`src/rtl/tank_pkg.sv`:
```
// Shared constants for the tank level responder: level width, mode encodings,
// default tick counts and the input-to-mode selection rule.
package tank_pkg;

   localparam int LEVEL_W = 3;

   localparam logic [1:0] MODE_IDLE  = 2'b00;
   localparam logic [1:0] MODE_FILL  = 2'b01;
   localparam logic [1:0] MODE_DRAIN = 2'b10;
   localparam logic [1:0] MODE_CLEAN = 2'b11;

   localparam int DEF_FILL_TICKS  = 4;
   localparam int DEF_DRAIN_TICKS = 6;
   localparam int DEF_LIMP_TICKS  = 2;

   // Inlet against any consumer nets to zero flow; cleaning outranks mixing.
   function automatic logic [1:0] select_mode(input logic ve, input logic mist, input logic limp);
      logic [1:0] m;
      m = MODE_IDLE;
      if (ve && !mist && !limp) begin
         m = MODE_FILL;
      end else if (!ve && limp) begin
         m = MODE_CLEAN;
      end else if (!ve && mist) begin
         m = MODE_DRAIN;
      end
      return m;
   endfunction

   function automatic int count_width(input int max_ticks);
      int w;
      w = $clog2(max_ticks);
      if (w < 1) begin
         w = 1;
      end
      return w;
   endfunction

endpackage

```
`src/rtl/tank_prescaler.sv`:
```
// Per-mode tick prescaler: restarts on every mode change or in IDLE and
// flags the cycle on which the mode's count wraps.
module tank_prescaler
   import tank_pkg::*;
#(
   parameter int CNT_W = 3
) (
   input  logic             clk,
   input  logic             reset,
   input  logic [1:0]       mode,
   input  logic [CNT_W-1:0] ticks_m1,
   output logic             wrap
);

   logic [1:0]       prev_mode;
   logic [CNT_W-1:0] count;
   logic [CNT_W-1:0] base;
   logic             active;
   logic             at_end;

   // A mode change counts its own edge as the first tick of the new mode.
   always_comb begin
      base   = (mode != prev_mode) ? '0 : count;
      active = (mode != MODE_IDLE);
      at_end = (base == ticks_m1);
      wrap   = active && at_end;
   end

   always_ff @(posedge clk) begin
      if (reset) begin
         prev_mode <= MODE_IDLE;
         count     <= '0;
      end else begin
         prev_mode <= mode;
         if (!active || at_end) begin
            count <= '0;
         end else begin
            count <= base + 1'b1;
         end
      end
   end

endmodule

```
`src/rtl/tank_level_resp.sv`:
```
// Tank level responder: integrates fill/drain/clean activity into a 3-bit level.
// Optional sticky overfill flag enabled by defining TANK_OVF_FLAG_EN.
module tank_level_resp
   import tank_pkg::*;
#(
   parameter int FILL_TICKS  = DEF_FILL_TICKS,
   parameter int DRAIN_TICKS = DEF_DRAIN_TICKS,
   parameter int LIMP_TICKS  = DEF_LIMP_TICKS,
   parameter int LEVEL_MAX   = 5,
   parameter int LEVEL_INIT  = 0
) (
   input  logic clk,
   input  logic reset,
   input  logic Ve,
   input  logic Mist,
   input  logic Limp,
   output logic Nv2,
   output logic Nv1,
   output logic Nv0,
   output logic Full,
   output logic Empty,
   output logic Ovf
);

   localparam int MAX_TICKS_FD = (FILL_TICKS > DRAIN_TICKS) ? FILL_TICKS : DRAIN_TICKS;
   localparam int MAX_TICKS    = (MAX_TICKS_FD > LIMP_TICKS) ? MAX_TICKS_FD : LIMP_TICKS;
   localparam int CNT_W        = count_width(MAX_TICKS);

   localparam logic [CNT_W-1:0]   FILL_M1  = CNT_W'(FILL_TICKS - 1);
   localparam logic [CNT_W-1:0]   DRAIN_M1 = CNT_W'(DRAIN_TICKS - 1);
   localparam logic [CNT_W-1:0]   LIMP_M1  = CNT_W'(LIMP_TICKS - 1);
   localparam logic [LEVEL_W-1:0] LVL_MAX  = LEVEL_W'(LEVEL_MAX);
   localparam logic [LEVEL_W-1:0] LVL_INIT = LEVEL_W'(LEVEL_INIT);

   logic [1:0]         mode;
   logic [CNT_W-1:0]   ticks_m1;
   logic               step;
   logic [LEVEL_W-1:0] level;
   logic [LEVEL_W-1:0] level_next;

   always_comb begin
      mode = select_mode(Ve, Mist, Limp);
      case (mode)
         MODE_FILL:  ticks_m1 = FILL_M1;
         MODE_DRAIN: ticks_m1 = DRAIN_M1;
         MODE_CLEAN: ticks_m1 = LIMP_M1;
         default:    ticks_m1 = '0;
      endcase
   end

   tank_prescaler #(
      .CNT_W (CNT_W)
   ) u_prescaler (
      .clk      (clk),
      .reset    (reset),
      .mode     (mode),
      .ticks_m1 (ticks_m1),
      .wrap     (step)
   );

   // Level saturates at both ends; the prescaler keeps wrapping regardless.
   always_comb begin
      level_next = level;
      if (step) begin
         case (mode)
            MODE_FILL: begin
               if (level != LVL_MAX) begin
                  level_next = level + 1'b1;
               end
            end
            MODE_DRAIN, MODE_CLEAN: begin
               if (level != '0) begin
                  level_next = level - 1'b1;
               end
            end
            default: level_next = level;
         endcase
      end
   end

   always_ff @(posedge clk) begin
      if (reset) begin
         level <= LVL_INIT;
         Full  <= (LVL_INIT == LVL_MAX);
         Empty <= (LVL_INIT == '0);
      end else begin
         level <= level_next;
         Full  <= (level_next == LVL_MAX);
         Empty <= (level_next == '0);
      end
   end

   assign Nv2 = level[2];
   assign Nv1 = level[1];
   assign Nv0 = level[0];

`ifdef TANK_OVF_FLAG_EN
   logic ovf_flag;

   // Sticky: a fill wrap against a full tank means the inlet is overfilling.
   always_ff @(posedge clk) begin
      if (reset) begin
         ovf_flag <= 1'b0;
      end else if (step && (mode == MODE_FILL) && (level == LVL_MAX)) begin
         ovf_flag <= 1'b1;
      end
   end

   assign Ovf = ovf_flag;
`else
   assign Ovf = 1'b0;
`endif

endmodule

```
`config.mk`:
```
export PLATFORM = sky130hd
export DESIGN_NAME = tank_level_resp
export DESIGN_NICKNAME = d
export VERILOG_FILES = /design/src/rtl/tank_pkg.sv /design/src/rtl/tank_prescaler.sv /design/src/rtl/tank_level_resp.sv
export SDC_FILE = /design/constraint.sdc
export NUM_CORES = 1
export LEC_CHECK = 0
export CAP_MARGIN = 10
export CORE_MARGIN = 1
export CORE_UTILIZATION = 56
export CTS_CLUSTER_DIAMETER = 40
export CTS_CLUSTER_SIZE = 10
export DETAILED_ROUTE_END_ITERATION = 10
export PLACE_DENSITY = 0.79
export SLEW_MARGIN = 0
export SYNTH_ARGS = -nofsm -noshare
export SYNTH_HDL_FRONTEND = slang
export SYNTH_SLANG_ARGS = --single-unit
```
`constraint.sdc`:
```
create_clock -name clk -period 6.3 [get_ports clk]
set_input_delay 1.26 -clock clk [delete_from_list [all_inputs] [get_ports clk]]
set_output_delay 1.26 -clock clk [all_outputs]
set_load 0.02 [all_outputs]
```
-- Word-level counts from Yosys, hierarchy flattened
Cells that the tools add are included.
- bits of input ports: 5
- bits in registers: 10
- output and inout bits: 6
- logic and storage cells: 39
- mux-type cells: 9
- equal/unequal tests: 7
- add/sub/neg operators: 3
- reductions and logical operators: 15
- operators with widths (kind ; number):
    3-bit 2-to-1 mux ; 4
    3-bit one-hot mux with 3 select lines ; 1
    3-bit by 1-bit adder with 3-bit output (second input constant) ; 2
    2-bit 2-to-1 mux ; 3
    3-bit one-hot mux with 2 select lines ; 1
    1-bit logical AND ; 5
    2-bit equality test (second input constant) ; 2
    1-bit zero test ; 4
    2-bit OR reduction ; 2
    3-bit equality test ; 1
    3-bit equality test (second input constant) ; 1
    3-bit zero test ; 1
    3-bit inequality test (second input constant) ; 1
    3-bit nonzero test ; 1
    3-bit by 1-bit subtractor with 3-bit output (second input constant) ; 1
    2-bit by 1-bit equality test with 1-bit output (second input constant) ; 1
    2-bit inequality test ; 1
    2-bit nonzero test ; 1
    1-bit logical OR ; 1

-- Depth between registers and ports, before layout
Gate-level depths: netlist of run 1.
- depth in word-level cells: 11
- depth in mapped cells: 8
- depth with buffers taken out: 8

-- By module
A second synthesis of run 1 with hierarchy kept.
- cell total of the unflattened synthesis: 73
- area, all modules: 640.6 µm²
- modules (own cells, without submodules) (module ; cells each ; area each (µm²) ; seq. area each (µm²) ; times used):
    tank_level_resp ; 46 ; 377.9 ; 100.1 ; 1
    tank_prescaler ; 27 ; 262.8 ; 100.1 ; 1

-- Least setup slack after synthesis of run 1
OpenSTA, ideal clock, no wires.
- path type: input to register
- from: in Limp
- to: reg Empty
- stages: 8
- library setup time: 120 ps
- buffers on the path: 2
- slack: 3087 ps
- required time: 6180 ps
- arrival time: 3093 ps
- path through: buf_6 -> or3_4 -> and4_4 -> a211o_1 -> or3_1 -> buf_6 -> nor3b_1 -> o31a_1
- longest elaborated chain between the ends: 9
- elaborated cells between the ends (all ways): 18
- those cells by class: 5 x eq/ne; 6 x mux; 7 x reduce/logical
- ends and longest elaborated chain (item ; line ; source):
    start: declaration ; tank_level_resp.sv:16 ; input logic Limp,
    1-bit logical AND / 1-bit zero test (equally long branches) ; tank_pkg.sv:22, tank_pkg.sv:20 ;
    2-bit 2-to-1 mux / 1-bit logical AND (equally long branches) ; tank_pkg.sv:22, tank_pkg.sv:20 ;
    2-bit 2-to-1 mux * ; tank_pkg.sv:20 ; if (ve && !mist && !limp) begin
    2-bit equality test (tied with other cells) ; tank_level_resp.sv:43, tank_level_resp.sv:65 ;
    3-bit one-hot mux with 3 select lines / 3-bit 2-to-1 mux (equally long branches) ; tank_level_resp.sv:43, tank_prescaler.sv:23 ;
    3-bit equality test ; tank_prescaler.sv:25 ; at_end = (base == ticks_m1);
    1-bit logical AND ; tank_prescaler.sv:26 ; wrap = active && at_end;
    3-bit 2-to-1 mux * ; tank_level_resp.sv:64 ; if (step) begin
    3-bit zero test * ; tank_level_resp.sv:89 ; Empty <= (level_next == '0);
    end signal: assignment ; tank_level_resp.sv:85 ; Empty <= (LVL_INIT == '0);
    end signal: assignment ; tank_level_resp.sv:89 ;
    end: declaration ; tank_level_resp.sv:21 ; output logic Empty,
Mark *: on every way between the ends. The rest lies on a longest branch, timed or not.
A chain may end at the register's enable or synchronous reset.

-- Worst setup path in the final report of run 1
Same ends and word-level chain as after synthesis.

==> results.ini, run 1 <==
[final_layout]
final_layout_size_suffix_gt1_share_pct=6.931
stdcell_area_um2=854.6
area_growth_pct=12.34
diodes=0
final_nets=112
final_util_pct=72.05
num-fill-cells=97

[global_routing]
first_global_vias=583
grt_max_degree=12
globalRoute.totalOverflow=0
grt_first_pass_wirelength_um=2408
grtUsageTotal_pct=23.32
antenna_found_initial=0

[place]
place.gp.congestion=0.7891
dpl.hpwl_um=1149
portBuffers=9
postPlaceCellArea_um2=818.3

[power]
ir_worst_vdd_v=0.0001313
power_density_nw_per_um2=162.8
leakagePower_uw=0.0003505

[routing]
drt_iter0_drc=18
first_pass_iters=4
via_per_inst=5.870
via_count=675
routedWlPerCell_um=13.38
route.detailed.drc=0
detail-route-antenna-nets=0
wirelength_um=1539

[synthesis]
syn_area_um2=760.7
synth_nets=105
synth.yosys.seq_area_share_pct=26.32
synth_warnings=0
synth_cells=95
synth_area_leader_cell=dfxtp_1
ys_types=37
synth_area_per_cell_um2=8.008
yosysTopAreaCellShare_pct=26.32
synth_area_leaders=dfxtp_1, ha_1, mux2i_1, nor2_1, a21oi_1
ys_ff_latch=10

[timing]
rsz0062_at_grt=false
setup_violations=0
final.setup_skew_ps=4.475
tns_ps=0
hold_viol_final=0
period_minus_slack_ps=3614
finalMaxSlewViolations=0
fmax_mhz=276.7
post-route-period-util_pct=57.36

[clock_network]
insertion_delay_ps=260
clk_pin_slew_ps=70
cts_tree=yes
cts_sinks=10
cts_hold_buffers=0
cts_setup_buffers=0
cts_buffers=3
root_buffer=clkbuf_4
clockBufferDepth=2
htree_levels=1
cts_resized=0

[worst_setup_path]
critPathRequiredTime_ps=6440
r2r_setup_slack_ps=3920
path_delay_family=simple AND/OR/NAND/NOR gates
arrival_ps=3760
worstSetupEndpointType=flip-flop
path_cells=clkdlybuf4s50_1 > or3b_1 > a211oi_1 > o21ai_0 > or3_1 > nor3b_1 > o31a_1
cp_slowest_stage_delay_ps=560
path_buf_inv=1
path_class=in -> reg
crit_cells=7
startpoint_type=input pin
crit_slowest_cell=clkdlybuf4s50_1
worstPathMaxFanout=11
reg2reg_depth=6

[job]
cap_violations=0

[worst_hold_path]
hold_class=reg -> reg
whs_path_depth=2

[die]
die_h_um=38.86
initial_core_util_pct=64.14
die_w_um=38.86
num_rows=12
core-area_um2=1186
die-area_um2=1510
io_pins=11

[status]
outcome=completed

-- Yosys cell counts, drive strengths merged --
library cell / count
clkbuf: 1
nand2: 4
mux2: 1
conb: 1
nor4: 1
nand2b: 2
a21oi: 7
o21bai: 1
nand3: 2
o32a: 1
xor2: 1
inv: 6
nor4b: 1
o31a: 1
nand3b: 2
a211o: 1
ha: 5
nor3: 4
o21ai: 3
mux2i: 4
and4: 1
nor4bb: 1
or3: 4
or2b: 1
buf: 6
nor2: 10
nor3b: 2
a31oi: 1
or3b: 2
dfxtp: 10
o22ai: 1
nor2b: 4
a211oi: 3
-- per-layer routing --
layer	part of all wire (%)	GRT usage [%]	up-vias
li1	-	-	344
met1	49	29.68	315
met2	48	36.67	16
met3	3.1	4.624	0
met4	0	12.07	0
met5	0	0	-
-- per-stage QoR --
step	hold WS (ps)	setup WS (ps)	total power [µW]	instances
floorplan	552.7	3087	80.37	95
global placement	582.8	2523	83.98	111
detailed placement	589.7	2484	84.37	111
CTS	607.1	2741	140.7	115
global route	631.3	2621	144.8	115
finish	614.1	2686	139.1	115
-- layout by cell type (no fill, tap or decap), types with 4 or more instances in the layout --
master | Yosys | layout
dfxtp_1 | 10 | 10
nor2_1 | 10 | 10
clkdlybuf4s50_1 | 0 | 9
a21oi_1 | 7 | 7
inv_1 | 6 | 6
ha_1 | 5 | 5
nand2_1 | 4 | 4
nor3_1 | 4 | 4
nor2b_1 | 4 | 4
mux2i_1 | 4 | 4
-- final timing paths --
| path | startpoint | endpoint |
|---|---|---|
| worst max-delay path | Limp | Empty$_SDFF_PP1_ |
| worst min-delay path | u_prescaler.count[0]$_SDFF_PP0_ | u_prescaler.count[0]$_SDFF_PP0_ |
| worst max register to register | u_prescaler.prev_mode[0]$_SDFF_PP0_ | Empty$_SDFF_PP1_ |
| worst min register to register | u_prescaler.count[0]$_SDFF_PP0_ | u_prescaler.count[0]$_SDFF_PP0_ |
-- area by class of cell --
class	instances	area [µm²]	share of cell area, %
Inverter	6	22.52	2.635
Clock buffer	4	36.28	4.246
Timing Repair Buffer	9	90.09	10.54
Tap cell	14	17.52	2.050
Sequential cell	10	200.2	23.43
Multi-Input combinational cell	72	488.0	57.10
-- report_power, final --
part           internal, µW  switching [µW]
clock                  35.0            20.6
combinational          7.72            9.48
sequential             64.5            1.74
-- cell families after synthesis --
family	share of synthesized area, %
DFF	26.32
adders and majority gates	8.224
xor gates and xnor gates	1.152
muxes	6.744
AOI/OAI and AO/OA	15.79
other	0.4929
and+or+nand+nor	31.74
buffers and inverters	9.537
-- worst reg2reg max path, stage by stage, from the launching register on --
cell and delay [ps]:
dfxtp_1 380, or3b_1 400, a211oi_1 340, o21ai_0 200
or3_1 440, nor3b_1 200, o31a_1 300
-- flip-flops by register name, summed over array words and instances (netlist names) --
register	cells
Empty	1
u_prescaler.prev_mode	2
Full	1
level	3
u_prescaler.count	3
Power figures use the tool's default switching activity.
==> run 2: changes to the inputs <==
Settings changed: CORE_UTILIZATION 56 to 52, PLACE_DENSITY 0.79 to 0.74.
Clock period 6.3 ns to 3.4 ns, I/O delays scaled along.
==> run 2 against run 1 <==
Against the previous run: die area up 7.3%; largest cell class unchanged; via count up 0.30%; critical path depth unchanged; clock skew up 1.4 ps; flip-flop and latch count unchanged; register-to-register slack worse by 2900 ps; sequential power up 86%; critical path type unchanged; total power up 67%; highest routed layer is now met4.
==> results.ini, run 2 (synthesis results as in run 1) <==
[worst_setup_path]
arrival_ps=3160  ; was 3760 ps
cp_slowest_stage_delay_ps=560  ; about the same
rr_startpoint=u_prescaler.prev_mode[0]$_SDFF_PP0_  ; unchanged
startpoint_type=input pin  ; unchanged
path_class=in -> reg  ; unchanged
critPathRequiredTime_ps=3540  ; was 6440 ps
crit_slowest_cell=clkdlybuf4s50_1  ; unchanged
worstPathMaxFanout=11  ; unchanged
worstSetupEndpointType=flip-flop  ; unchanged
path_cells=clkdlybuf4s50_1 > or3b_1 > a211oi_1 > o21ai_0 > or3_1 > nor3b_1 > o31a_1  ; unchanged
crit_start=Limp  ; unchanged

[die]
io_pins=11  ; unchanged
core-area_um2=1334  ; was 1186 µm²
die_h_um=40.25  ; was 38.86 µm
die-area_um2=1620  ; was 1510 µm²
num_rows=13  ; was 12
initial_core_util_pct=57.04  ; was 64.14%
die_w_um=40.25  ; was 38.86 µm

[timing]
finalMaxSlewViolations=0  ; unchanged
tns_ps=0  ; unchanged
rsz0062_at_grt=false  ; unchanged
setup_violations=0  ; unchanged
finalHoldWorstSlack_ps=619.6  ; was 614.1 ps
hold_viol_final=0  ; unchanged
final.setup_skew_ps=5.860  ; was 4.475 ps
post-route-period-util_pct=88.81
period_minus_slack_ps=3020
fmax_mhz=331.2

[global_routing]
first_global_vias=539  ; was 583
grtUsageTotal_pct=21.43  ; was 23.32%
grt_first_pass_wirelength_um=2263  ; was 2408 µm
antenna_found_initial=0  ; unchanged
grt_max_degree=12  ; unchanged
globalRoute.totalOverflow=0  ; unchanged

[final_layout]
diodes=0  ; unchanged
multi_input_area_um2=488.0  ; unchanged
num-fill-cells=124  ; was 97
instances_no_fill=117  ; was 115
regArea_um2=200.2  ; unchanged
stdcell_area_um2=857.1  ; was 854.6 µm²
top_regs=level: 3 flops, u_prescaler.count: 3 flops, u_prescaler.prev_mode: 2 flops  ; unchanged
final_nets=114  ; was 112
final_cell_mix=dfxtp_1, nor2_1, clkdlybuf4s50_1  ; unchanged
final_layout_size_suffix_gt1_share_pct=7.843  ; was 6.931%
area_growth_pct=12.66  ; was 12.34%

[power]
leakagePower_uw=0.0003528  ; was 0.0003505 µW
power_uw=231.9  ; was 139.1 µW
ir_worst_vdd_v=0.0002875  ; was 0.0001313 V
power_density_nw_per_um2=270.6  ; was 162.8 nW/µm²

[clock_network]
cts_hold_buffers=0  ; unchanged
htree_levels=1  ; unchanged
cts_buffers=3  ; unchanged
cts_tree=yes  ; unchanged
cts_sinks=10  ; unchanged
insertion_delay_ps=260  ; about the same
clk_pin_slew_ps=60  ; was 70 ps
clockBufferDepth=2  ; unchanged
cts_resized=0  ; unchanged
cts_setup_buffers=0  ; unchanged
root_buffer=clkbuf_4  ; unchanged

[routing]
via_per_inst=5.786  ; was 5.870
first_pass_iters=4  ; unchanged
wirelength_um=1491  ; was 1539 µm
drt_iter0_drc=13  ; was 18
route.detailed.drc=0  ; unchanged
routedWlPerCell_um=12.74  ; was 13.38 µm
detail-route-antenna-nets=0  ; unchanged
via_count=677  ; was 675

[job]
cap_violations=0  ; unchanged

[place]
portBuffers=9  ; unchanged
postPlaceCellArea_um2=834.6  ; was 818.3 µm²
dpl.hpwl_um=1099  ; was 1149 µm
place.gp.congestion=0.7416  ; was 0.7891
dp.cells=114  ; was 111

[status]
outcome=completed  ; unchanged

[worst_hold_path]
hold_class=reg -> reg  ; unchanged
hp-start=u_prescaler.count[0]$_SDFF_PP0_  ; unchanged

[run 2: cell types whose count changed in the layout (fill, tap and decap cells not counted)]
cell	before	now
buf_4	0	2
clkbuf_8	1	0
[run 2: stage by stage]
step / worst slack (ps) / utilization, %
4_1_cts: 398.9 / 64.26
2_1_floorplan: 767.2 / -
5_1_grt: 277.2 / 64.26
3_3_place_gp: 238.0 / 62.57
3_5_place_dp: 147.9 / 62.57
6_report: 380.3 / 64.26
[run 2: cell type report]
cell class	count	share of cell area, %
Clock buffer	3	2.628
Inverter	6	2.628
Multi-Input combinational cell	72	56.93
Sequential cell	10	23.36
Tap cell	15	2.190
Timing Repair Buffer	11	12.26
[run 2: layer usage]
layer  track usage, %  wire, µm  up-vias
met4            9.167        27        0
li1                 -         -      348
met5                0         0        -
met1            21.96       640      308
met2            38.71       747       17
met3            7.778        76        4
[run 2: worst paths after layout]
path,endpoint,slack (ps),depth (start not counted)
max reg2reg,Empty$_SDFF_PP1_,1050,6
min,u_prescaler.count[0]$_SDFF_PP0_,620,2
max,Empty$_SDFF_PP1_,380,7
min reg2reg,u_prescaler.count[0]$_SDFF_PP0_,620,2
[run 2: critical path, delay by kind of cell]
kind	cells	cell delay (ps)
and+or+nand+nor	3	1080
buffers and inverters	1	560
AOI/OAI and AO/OA	3	830
[run 2: where the power goes]
| group | internal, µW | switching [µW] |
|---|---|---|
| Sequential | 120 | 2.99 |
| Combinational | 16.0 | 17.7 |
| Clock | 40.6 | 35.0 |
| Total | 176 | 55.7 |
